[config.mk]
export PLATFORM = sky130hd
export DESIGN_NAME = ahb_lite_slave
export DESIGN_NICKNAME = d
export VERILOG_FILES = /design/src/rtl/ahb_lite_slave_pkg.sv /design/src/rtl/ahb_err_fsm.sv /design/src/rtl/ahb_lite_slave.sv
export SDC_FILE = /design/constraint.sdc
export NUM_CORES = 1
export LEC_CHECK = 0
export CELL_PAD_IN_SITES_DETAIL_PLACEMENT = 0
export CELL_PAD_IN_SITES_GLOBAL_PLACEMENT = 2
export CORE_MARGIN = 2
export CORE_UTILIZATION = 33
export DETAILED_ROUTE_END_ITERATION = 8
export PLACE_DENSITY_LB_ADDON = 0.1
export SLEW_MARGIN = 20
export SYNTH_ARGS = -nofsm -noshare
export SYNTH_HDL_FRONTEND = slang
export SYNTH_SLANG_ARGS = --single-unit
[constraint.sdc]
create_clock -name clk -period 2.1 [get_ports clk]
set_input_delay 0.315 -clock clk [delete_from_list [all_inputs] [get_ports clk]]
set_output_delay 0.315 -clock clk [all_outputs]
set_load 0.05 [all_outputs]
[src/rtl/ahb_lite_slave_pkg.sv]
// ---------------------------------------------------------------------------
// ahb_lite_slave_pkg
// Shared definitions for the AHB-Lite FIR-filter slave:
//   - htrans encodings
//   - halfword register addresses of the slave's register map
//   - error-response FSM state encoding
//   - byte-lane merge helper used by the write path
// ---------------------------------------------------------------------------
package ahb_lite_slave_pkg;

    // AHB-Lite transfer types
    localparam logic [1:0] HTRANS_IDLE   = 2'd0;
    localparam logic [1:0] HTRANS_BUSY   = 2'd1;
    localparam logic [1:0] HTRANS_NONSEQ = 2'd2;
    localparam logic [1:0] HTRANS_SEQ    = 2'd3;

    // Register map (halfword-aligned byte addresses)
    localparam logic [3:0] ADDR_STATUS = 4'h0;
    localparam logic [3:0] ADDR_RESULT = 4'h2;
    localparam logic [3:0] ADDR_SAMPLE = 4'h4;
    localparam logic [3:0] ADDR_F0     = 4'h6;
    localparam logic [3:0] ADDR_F1     = 4'h8;
    localparam logic [3:0] ADDR_F2     = 4'hA;
    localparam logic [3:0] ADDR_F3     = 4'hC;
    localparam logic [3:0] ADDR_NCS    = 4'hE;

    localparam int NUM_COEF = 4;

    // Error-response sequencer states
    typedef enum logic [1:0] {
        ERR_IDLE = 2'd0,
        ERR_ONE  = 2'd1,
        ERR_TWO  = 2'd2
    } err_state_e;

    // Merge write data into an existing halfword: a halfword access replaces
    // everything, a byte access replaces only the lane picked by haddr[0].
    function automatic logic [15:0] merge_lanes(
        input logic [15:0] old_val,
        input logic [15:0] wdata,
        input logic        size,
        input logic        lane
    );
        logic [15:0] result;
        result = old_val;
        if (size) begin
            result = wdata;
        end else if (lane) begin
            result[15:8] = wdata[15:8];
        end else begin
            result[7:0] = wdata[7:0];
        end
        return result;
    endfunction

endpackage

[src/rtl/ahb_err_fsm.sv]
// ---------------------------------------------------------------------------
// ahb_err_fsm
// Two-cycle AHB ERROR response sequencer: IDLE -> ERR_ONE -> ERR_TWO -> IDLE.
// A new illegal write accepted during ERR_TWO restarts the sequence.
// Ports:
//   clk     in   system clock
//   n_rst   in   asynchronous active-low reset
//   err_req in   an illegal write was accepted in this address phase
//   state   out  current sequencer state
//   hresp   out  1 while in either error cycle
// ---------------------------------------------------------------------------
module ahb_err_fsm
    import ahb_lite_slave_pkg::*;
(
    input  logic       clk,
    input  logic       n_rst,
    input  logic       err_req,
    output err_state_e state,
    output logic       hresp
);

    err_state_e state_reg;
    err_state_e state_next;

    always_comb begin
        state_next = state_reg;
        case (state_reg)
            ERR_IDLE: if (err_req) state_next = ERR_ONE;
            ERR_ONE:  state_next = ERR_TWO;
            ERR_TWO:  state_next = err_req ? ERR_ONE : ERR_IDLE;
            default:  state_next = ERR_IDLE;
        endcase
    end

    always_ff @(posedge clk or negedge n_rst) begin
        if (!n_rst) begin
            state_reg <= ERR_IDLE;
        end else begin
            state_reg <= state_next;
        end
    end

    assign state = state_reg;
    assign hresp = (state_reg != ERR_IDLE);

endmodule

[src/rtl/ahb_lite_slave.sv]
// ---------------------------------------------------------------------------
// ahb_lite_slave
// AHB-Lite slave exposing the control/status registers of a FIR filter.
// Ports:
//   clk, n_rst              clock, asynchronous active-low reset
//   hsel, haddr, hsize,     AHB-Lite address phase
//   htrans, hwrite
//   hwdata                  AHB-Lite write data (data phase)
//   hrdata, hresp           AHB-Lite read data / response (data phase)
//   sample_data, data_ready latched sample and one-cycle new-sample strobe
//   new_coefficient_set     coefficient reload request, cleared by coeff_loaded
//   coefficient_num         coefficient index requested by the loader
//   fir_coefficient         F[coefficient_num]
//   coeff_loaded            loader done
//   modwait, fir_out, err   filter status inputs
// ---------------------------------------------------------------------------
module ahb_lite_slave
    import ahb_lite_slave_pkg::*;
(
    input  logic        clk,
    input  logic        n_rst,
    input  logic        hsel,
    input  logic [3:0]  haddr,
    input  logic        hsize,
    input  logic [1:0]  htrans,
    input  logic        hwrite,
    input  logic [15:0] hwdata,
    output logic [15:0] hrdata,
    output logic        hresp,
    output logic [15:0] sample_data,
    output logic        data_ready,
    output logic        new_coefficient_set,
    input  logic [1:0]  coefficient_num,
    output logic [15:0] fir_coefficient,
    input  logic        coeff_loaded,
    input  logic        modwait,
    input  logic [15:0] fir_out,
    input  logic        err
);

    err_state_e  err_state;
    logic        accept;
    logic        illegal_write;

    // Address-phase state carried into the data phase
    logic        dp_valid_reg;
    logic        dp_write_reg;
    logic        dp_size_reg;
    logic [3:0]  dp_addr_reg;

    logic [15:0] sample_reg;
    logic [15:0] coef_reg [NUM_COEF];
    logic        ncs_reg;
    logic        data_ready_reg;

    logic [3:0]  hw_addr;
    logic        wr_en;
    logic [15:0] reg_value;
    logic [15:0] wr_data;
    logic [NUM_COEF-1:0] coef_hit;
    logic        ncs_bit0_written;
    logic        ncs_set;
    logic        ncs_clr;

    // The master sees ERROR in ERR_ONE and is expected to cancel; anything it
    // presents then is dropped. From ERR_TWO onward a new transfer is taken.
    assign accept = hsel
                 && (htrans == HTRANS_NONSEQ || htrans == HTRANS_SEQ)
                 && (err_state != ERR_ONE);

    assign illegal_write = accept && hwrite
                        && ({haddr[3:1], 1'b0} == ADDR_STATUS
                         || {haddr[3:1], 1'b0} == ADDR_RESULT);

    ahb_err_fsm u_err_fsm (
        .clk     (clk),
        .n_rst   (n_rst),
        .err_req (illegal_write),
        .state   (err_state),
        .hresp   (hresp)
    );

    // Illegal writes never open a data phase, so the target stays untouched.
    always_ff @(posedge clk or negedge n_rst) begin
        if (!n_rst) begin
            dp_valid_reg <= 1'b0;
            dp_write_reg <= 1'b0;
            dp_size_reg  <= 1'b0;
            dp_addr_reg  <= 4'd0;
        end else begin
            dp_valid_reg <= accept && !illegal_write;
            dp_write_reg <= hwrite;
            dp_size_reg  <= hsize;
            dp_addr_reg  <= haddr;
        end
    end

    assign hw_addr = {dp_addr_reg[3:1], 1'b0};
    assign wr_en   = dp_valid_reg && dp_write_reg;

    // Register readback, also the "old value" for byte-lane merging
    always_comb begin
        reg_value = 16'h0000;
        case (hw_addr)
            ADDR_STATUS: reg_value = {7'd0, err, 7'd0, modwait | ncs_reg};
            ADDR_RESULT: reg_value = fir_out;
            ADDR_SAMPLE: reg_value = sample_reg;
            ADDR_F0:     reg_value = coef_reg[0];
            ADDR_F1:     reg_value = coef_reg[1];
            ADDR_F2:     reg_value = coef_reg[2];
            ADDR_F3:     reg_value = coef_reg[3];
            ADDR_NCS:    reg_value = {15'd0, ncs_reg};
            default:     reg_value = 16'h0000;
        endcase
    end

    assign wr_data = merge_lanes(reg_value, hwdata, dp_size_reg, dp_addr_reg[0]);

    // A read immediately following a write to the same address needs no
    // bypass mux: the write lands on the same edge that opens the read's data
    // phase, so reg_value already holds the merged hwdata.
    assign hrdata = (dp_valid_reg && !dp_write_reg) ? reg_value : 16'h0000;

    generate
        for (genvar gi = 0; gi < NUM_COEF; gi++) begin : g_coef_hit
            assign coef_hit[gi] = wr_en && (hw_addr == ADDR_F0 + 4'(2 * gi));
        end
    endgenerate

    always_ff @(posedge clk or negedge n_rst) begin
        if (!n_rst) begin
            for (int i = 0; i < NUM_COEF; i++) begin
                coef_reg[i] <= 16'h0000;
            end
        end else begin
            for (int i = 0; i < NUM_COEF; i++) begin
                if (coef_hit[i]) begin
                    coef_reg[i] <= wr_data;
                end
            end
        end
    end

    always_ff @(posedge clk or negedge n_rst) begin
        if (!n_rst) begin
            sample_reg     <= 16'h0000;
            data_ready_reg <= 1'b0;
        end else begin
            data_ready_reg <= wr_en && (hw_addr == ADDR_SAMPLE);
            if (wr_en && (hw_addr == ADDR_SAMPLE)) begin
                sample_reg <= wr_data;
            end
        end
    end

    // Only a write touching the low byte affects bit0; an upper-byte write
    // leaves the request alone so coeff_loaded can still clear it.
    assign ncs_bit0_written = wr_en && (hw_addr == ADDR_NCS)
                           && (dp_size_reg || !dp_addr_reg[0]);
    assign ncs_set = ncs_bit0_written && hwdata[0];
    assign ncs_clr = (ncs_bit0_written && !hwdata[0]) || coeff_loaded;

    always_ff @(posedge clk or negedge n_rst) begin
        if (!n_rst) begin
            ncs_reg <= 1'b0;
        end else if (ncs_set) begin
            ncs_reg <= 1'b1;
        end else if (ncs_clr) begin
            ncs_reg <= 1'b0;
        end
    end

    assign sample_data         = sample_reg;
    assign data_ready          = data_ready_reg;
    assign new_coefficient_set = ncs_reg;
    assign fir_coefficient     = coef_reg[coefficient_num];

endmodule

Word-level counts from Yosys, hierarchy flattened
Index checks and enable logic that the tools add are counted.
- input bits: 48
- flip-flop bits (word level): 91
- output and inout port bits: 51
- word-level logic and storage cells: 71
- eq/ne operators: 14
- bitwise operators: 2
- multiplexer cells: 13
- reductions and logical operators: 29
- $lt $le $gt $ge: 1
- operators by type and width (kind ; number):
    one-hot mux 16 bit (8 select lines) ; 1
    two-way mux 16 bit ; 4
    binary-select mux 16 bit (select 2 bit) ; 1
    logical AND 1 bit ; 16
    two-way mux 8 bit ; 2
    == test 3 bit, second input constant ; 4
    == test 2 bit, second input constant ; 3
    == test 3 x 1 -> 1 bit, second input constant ; 2
    == test 3 x 2 -> 1 bit, second input constant ; 2
    one-hot mux 2 bit (3 select lines) ; 1
    logical NOT 1 bit ; 4
    logical NOT 4 bit ; 1
    logical OR 1 bit ; 4
    nonzero test 2 bit ; 2
    greater-or-equal comparator 3 bit, second input constant ; 1
    logical NOT 3 bit ; 1
    two-way mux 1 bit ; 3
    inverter 2 -> 3 bit ; 1
    == test 2 x 1 -> 1 bit, second input constant ; 1
    logical NOT 2 bit ; 1
    two-way mux 2 bit ; 1
    inequality test 2 x 1 -> 1 bit, second input constant ; 1
    inequality test 2 bit, second input constant ; 1
    bitwise OR 1 bit ; 1

Logic depth before layout (Yosys ltp)
Gate-level depths: netlist of the first run.
- word-level depth: 8
- gate-level depth with buffers: 8
- gate-level depth less buffers: 5

Modules after synthesis
Synthesis of the first run repeated with hierarchy kept, for this count alone.
- cell total of the unflattened synthesis: 458
- area, all modules: 5038.6 um2
- modules (own cells, without submodules) (module ; sequential area each (um2) ; times used ; area each (um2) ; cells an instance):
    ahb_lite_slave ; 2227.1 ; 1 ; 4967.3 ; 453
    ahb_err_fsm ; 50.0 ; 1 ; 71.3 ; 5

Worst setup path before layout of the first run
No wires, ideal clock.
- path kind: register to output
- start: reg dp_addr_reg[2]
- end: out hrdata[8]
- arrival time: 2.214 ns
- path slack: -0.429 ns
- buffers on the path: 3
- data required time: 1.785 ns
- cell stages (with the launch flop): 7
- cells stage by stage: dfrtp_1 > buf_4 > buf_2 > buf_4 > mux4_2 > nor2_1 > nor3_1
- longest elaborated chain between the ends: 3
- elaborated cells between the ends (all ways): 10
- classes of those cells: eq/ne (7); mux (2); reduce/logical (1)
- RTL lines (item ; line ; RTL):
    start: declaration ; ahb_lite_slave.sv:49 ; logic [3:0] dp_addr_reg;
    start signal: assignment ; ahb_lite_slave.sv:94 ; dp_addr_reg <= haddr;
    == test 3 bit, or another cell as far along ; ahb_lite_slave.sv:104 ; case (hw_addr)
    one-hot mux 16 bit (8 select lines) (*) ; ahb_lite_slave.sv:104 ;
    two-way mux 16 bit (*) ; ahb_lite_slave.sv:122 ; assign hrdata = (dp_valid_reg && !dp_write_reg) ? reg_value : 16'h0000;
    end: declaration ; ahb_lite_slave.sv:28 ; output logic [15:0] hrdata,
Every way passes the cells marked *; elsewhere a longest branch is shown, timed or not.

Worst setup path after layout of the first run
- start: reg dp_addr_reg[1]
- end: out hrdata[12]
The elaborated chain is that of the path after synthesis.

==> results.cfg, run 1 <==
[run_status]
status = finished, violations left
violations = setup timing

[floorplanning]
die_area_sq_mm = 0.01619
die_h_um = 127.2
initial_core_util = 0.3334
die_x_um = 127.2
num_rows = 45
core_sq_mm = 0.01503
io_pins = 99

[run]
max_cap_viol_count = 0

[pwr]
power.density_mw_per_mm2 = 836.8
power.static_leakage_nw = 2.920
peakVddDrop_uv = 424.1
p_sw_mw = 2.165
finalPower_mw = 6.007
pwr-share-comb = 0.357
clkPwrFrac = 0.250
power_frac_seq = 0.393
p_sw_frac = 0.3604
p_int_mw = 3.842

[timing]
clock_skew_ns = 0.008864
hold_violations = 0
fin_crit_ns = 2.310
worst_slack_ns = -0.2099
setup_viol = 16
max_slew_margin = 0.5274
finalCritPeriodShare = 1.100
grt_setup_unrepaired = true
max_freq_ghz = 0.4329
report.final.slew_viol_count = 0
tightest_slew_ns = 0.7089

[drt]
drc = 0
dr.pass1.iters = 5
post_drt_wl_per_cell_um = 20.39
ant_nets = 0
vias = 4236
viasPerCell = 5.410
drt_iter0_drc = 279
routed_wl_mm = 15.97

[place]
gp_congestion = 0.8052
port_buffers = 97
dpl.hpwl_mm = 10.68

[setup_path]
slowest_delay_ns = 0.51
path_cells = buf_12, buf_8, nand2b_4, mux4_2, nor2_4, buf_12
crit_top_cell = buf_12
slowest_stage = mux4_2
r2r_start = dp_addr_reg[1]$_DFF_PN0_
crit_buf_inv = 3
cp_top_family = multiplexers
crit_fanout = 8
cp-end-kind = output port
regToRegEndpoint = coef_reg[44]$_DFFE_PN0P_
r2r_cells = 9
cp-start-kind = register
critPathKind = reg2out
cp.arrival_ns = 1.99
worstPathRequired_ns = 1.78
ff2ff_setup_slack_ns = 0.10

[synthesis]
ys_seq_area_frac = 0.4543
synth-async-reset-ratio = 1.000
yosysTopAreaCell = dfrtp_1
synthCells = 467
synth.top_cell.area_share = 0.4543
ys.flop_type = dfrtp_1
ys_types = 42
synth_area_sq_mm = 0.005012
ys_seq_elements = 91
syn-num-nets = 515
synth_area_leaders = dfrtp_1 45%, mux4_2 13%, a31oi_1 7.5%
synth_edf_count = 0
avgSynthCellArea_sq_um = 10.73
synth_warnings = 0

[final_layout]
fill_cells = 1405
syn2layout_area_growth_pct = 43.21
layout-drive-gt1-share = 0.3092
antenna_cells = 0
layout_commonest_cell = dfrtp_1
final_util = 0.4775
final_cell_mix = 88 x dfrtp_1, 67 x nor2_1, 63 x clkdlybuf4s50_1
final_nets = 638
largest_reg_flops = 64

[worst_hold_path]
whs_path_depth = 1
hp-start = hsize
hold_path_class = in2reg
whs_endpoint = dp_size_reg$_DFF_PN0_

[global_route]
grt_pass1_wl_mm = 25.01
grt_usage = 0.2076
antenna_found_initial = 0
gr-total-overflow = 0
grt_pass1_vias = 4231
grt_max_degree = 43

[clock_tree]
clk_pin_slew_ns = 0.06
cts_buffers = 9
worst_skew_pair.late_latency_ns = 0.35
cts_buffer_depth = 2
cts_sinks = 91
htreeDepth = 3
root_buffer = clkbuf_16
tritoncts = yes
[per-layer routing]
metal,wire length (um),GRT usage,vias up,part of all wire
li1,-,-,1951,-
met1,7294,0.2963,2113,0.46
met2,7471,0.3210,150,0.47
met3,848,0.03141,22,0.053
met4,351,0.07951,0,0.022
met5,0,0,-,0
[power by group through the flow]
stage	Clock (mW)	Sequential [mW]	Combinational, mW
after CTS	1.54	2.36	2.16
after detailed placement	0	2.39	2.05
final	1.50	2.36	2.15
after global placement	0	2.38	2.03
after floorplan	0	2.53	1.20
after global routing	1.62	2.41	2.30
[how the worst max path moves through the flow]
stage | start | end | slack (ns) | depth (start not counted)
floorplan | dp_addr_reg[2]$_DFF_PN0_ | hrdata[8] | -0.009 | 6
CTS | dp_addr_reg[1]$_DFF_PN0_ | hrdata[7] | -0.25 | 5
global placement | coefficient_num[0] | fir_coefficient[5] | -0.04 | 4
detailed placement | coefficient_num[0] | fir_coefficient[15] | -0.03 | 4
finish | dp_addr_reg[1]$_DFF_PN0_ | hrdata[12] | -0.21 | 6
global route | dp_addr_reg[1]$_DFF_PN0_ | hrdata[12] | -0.27 | 6
[cell families after synthesis]
group,share of synthesized area
flip-flops,0.4543
buffers and inverters,0.04193
AND/OR/NAND/NOR,0.1795
multiplexers,0.2084
AO/OA/AOI/OAI,0.1158
[cell type report]
class	instances	area, sq um	share of cell area
Inverter	4	16.27	0.002266
Clock inverter	5	30.03	0.004183
Multi-Input combinational cell	337	2714	0.3781
Sequential cell	91	2281	0.3178
Tap cell	188	235.2	0.03277
Clock buffer	11	232.7	0.03242
Timing Repair Buffer	147	1669	0.2325
[worst reg2reg max path, cell delays in order (launching register included)]
cell and delay (ns):
dfrtp_2 0.43, buf_12 0.15, buf_12 0.14, buf_4 0.13, nand2b_4 0.16, buf_4 0.16
nor3_4 0.32, buf_12 0.22, nor2_1 0.06, a31oi_1 0.15
[synthesized netlist by cell type (2+ instances only)]
library cell,n
or3_1,5
o22ai_1,2
nand2b_4,6
clkbuf_1,14
a32o_1,2
nor2_1,83
dfrtp_1,91
mux2i_1,26
mux2_2,2
o21ai_0,3
nand2_1,43
nor2b_1,6
nor3_1,5
o31ai_1,6
buf_6,4
buf_2,9
mux2_4,5
o21ai_1,7
mux2_1,3
nand3b_1,2
mux4_2,29
a31oi_1,60
nor3_2,2
buf_1,2
buf_4,6
inv_2,3
nand2b_1,24
or2_2,3
[timing repair]
| item | CTS | global route |
|---|---|---|
| gates cloned | 2 | 0 |
| buffers inserted | 11 | 4 |
| endpoints found under the setup margin | 32 | 21 |
| endpoints found under the hold margin | 40 | 0 |
| pin swaps | 9 | 12 |
| resized for setup | 32 | 11 |
| hold buffers | 1 | 0 |
[through the flow]
stage	setup slack (ns)	cells	hold WS [ns]	TNS, ns	cell area (sq um)
after detailed placement	-0.03167	752	0.3538	-0.2445	6561
after global placement	-0.03968	752	0.3574	-0.2642	6561
after global routing	-0.2696	783	0.4050	-3.589	7178
final	-0.2099	783	0.4043	-2.537	7178
after floorplan	-0.009015	467	0.01941	-0.009015	5052
after CTS	-0.2501	782	0.3916	-3.631	7119
Power figures use the tool's default switching activity.
==> run 2, diff against run 1 <==
- CORE_UTILIZATION: 33 -> 41
- DONT_BUFFER_PORTS: default -> 1
==> run 2 against run 1 <==
The run ends with hold timing, setup timing left; register-to-register slack worse by 0.05 ns; highest routed layer unchanged; die area is 19% lower; non-clock buffer count is 63 lower; worst setup slack worse by 0.017 ns; combinational power is 14% lower; critical path depth is 1 lower.
==> results.cfg, run 2 (synthesis gave the netlist of run 1 again) <==
[run]
max_cap_viol_count = 0

[final_layout]
final_nets = 575
final_cell_mix = 88 x dfrtp_1, 66 x nor2_1, 60 x a31oi_1
largest_reg_flops = 64
layout-drive-gt1-share = 0.3327
syn2layout_area_growth_pct = 26.19
stdcell_count = 676
antenna_cells = 0
layout_commonest_cell = dfrtp_1

[timing]
hold_ws_ns = -0.3389
fin_crit_ns = 2.326
hold_violations = 91
clock_skew_ns = 0.005277
finalCritPeriodShare = 1.108
setup_viol = 16
tightest_slew_ns = 0.4993
worst_slack_ns = -0.2264
max_freq_ghz = 0.4298
max_slew_margin = 0.6643
finalSetupTns_ns = -2.973
grt_setup_unrepaired = true
report.final.slew_viol_count = 0

[floorplanning]
die_x_um = 114.6
die_area_sq_mm = 0.01313
die_h_um = 114.6
num_rows = 40
initial_core_util = 0.4190
io_pins = 99
core_sq_mm = 0.01196

[setup_path]
crit_buf_inv = 2
slowest_stage = dfrtp_4
crit_fanout = 7
critPathKind = reg2out
path_cells = buf_6, mux2_4, a222oi_1, nor2_1, buf_6
slowest_delay_ns = 0.56
cp-start-kind = register
cp.arrival_ns = 2.01
worstPathRequired_ns = 1.78
cp-end-kind = output port
crit_top_cell = buf_6
cp_top_family = flip-flops

[global_route]
busiest_layer = met2
grt_use_met2 = 0.3436
gr-total-overflow = 0
grt_max_degree = 92
grt_pass1_vias = 3976
antenna_found_initial = 0
grt_usage = 0.2343
globalRouteMet1Util = 0.3353
grtUsageMet3 = 0.05188
grt_pass1_wl_mm = 22.63

[clock_tree]
worst_skew_pair.late_latency_ns = 0.34
cts_hold_buf = 6
cts_buffers = 9
cts_buffer_depth = 2
clk_pin_slew_ns = 0.06
htreeDepth = 3
root_buffer = clkbuf_16
tritoncts = yes
cts_sinks = 91

[place]
port_buffers = 0
placed_cells = 646
gp_congestion = 0.8216
post-place-ws_ns = 0.005467
dpl.hpwl_mm = 10.03

[drt]
drt_iter0_drc = 267
viasPerCell = 5.774
ant_nets = 0
drc = 0
routed_wl_mm = 14.55
vias = 3903
post_drt_wl_per_cell_um = 21.52
dr.pass1.iters = 5

[run_status]
violations = hold timing, setup timing
status = finished, violations left

[worst_hold_path]
hold_path_class = in2async

[pwr]
peakVddDrop_uv = 366.9
power.density_mw_per_mm2 = 899.3
power.static_leakage_nw = 2.608
## run 2: stage by stage
stage / utilization / instance area, sq um / power (mW) / hold slack (ns)
after floorplan: - / 5052 / 3.724 / 0.01941
final: 0.5288 / 6325 / 5.688 / -0.3389
after global placement: 0.4838 / 5787 / 4.100 / 0.02206
after detailed placement: 0.4838 / 5787 / 4.139 / 0.02233
after global routing: 0.5288 / 6325 / 5.975 / -0.3529
after CTS: 0.5251 / 6281 / 5.724 / -0.3488
## run 2: where the power goes
part	switching (mW)	internal (mW)	leakage, nW
Sequential	0.257	2.09	0.974
Combinational	1.10	0.749	1.51
Clock	0.647	0.849	0.128
## run 2: metal layers
layer	part of all wire	wire length [um]
met5	0	0
met4	0.022	316
met3	0.060	871
met2	0.46	6624
met1	0.46	6734
## run 2: path summary, 6_finish.rpt
kind	startpoint	to	slack, ns	cells past startpoint
max reg2reg	dp_addr_reg[1]$_DFF_PN0_	coef_reg[55]$_DFFE_PN0P_	0.05	6
min in group clk	hwrite	dp_valid_reg$_DFF_PN0_	0.05	1
max in group asynchronous	n_rst	dp_addr_reg[3]$_DFF_PN0_	2.28	0
min reg2reg	u_err_fsm.state[1]$_DFFE_PN0P_	u_err_fsm.state[1]$_DFFE_PN0P_	0.44	1
min	n_rst	sample_data[3]$_DFFE_PN0P_	-0.34	0
max	dp_addr_reg[1]$_DFF_PN0_	hrdata[7]	-0.23	5
## run 2: repair_timing
action,4_1_cts,5_1_grt
setup endpoints to repair,16,21
pin swaps,6,8
cloned,0,0
hold endpoints to repair,97,91
buffers inserted,11,4
resized for setup,22,9
## run 2: layout make-up
type | instances | area [sq um]
Timing Repair Buffer | 84 | 904.6
Sequential cell | 91 | 2283
Multi-Input combinational cell | 337 | 2676
Clock buffer | 13 | 260.3
Inverter | 4 | 16.27
Tap cell | 147 | 183.9
Fill cell | 1088 | 5637
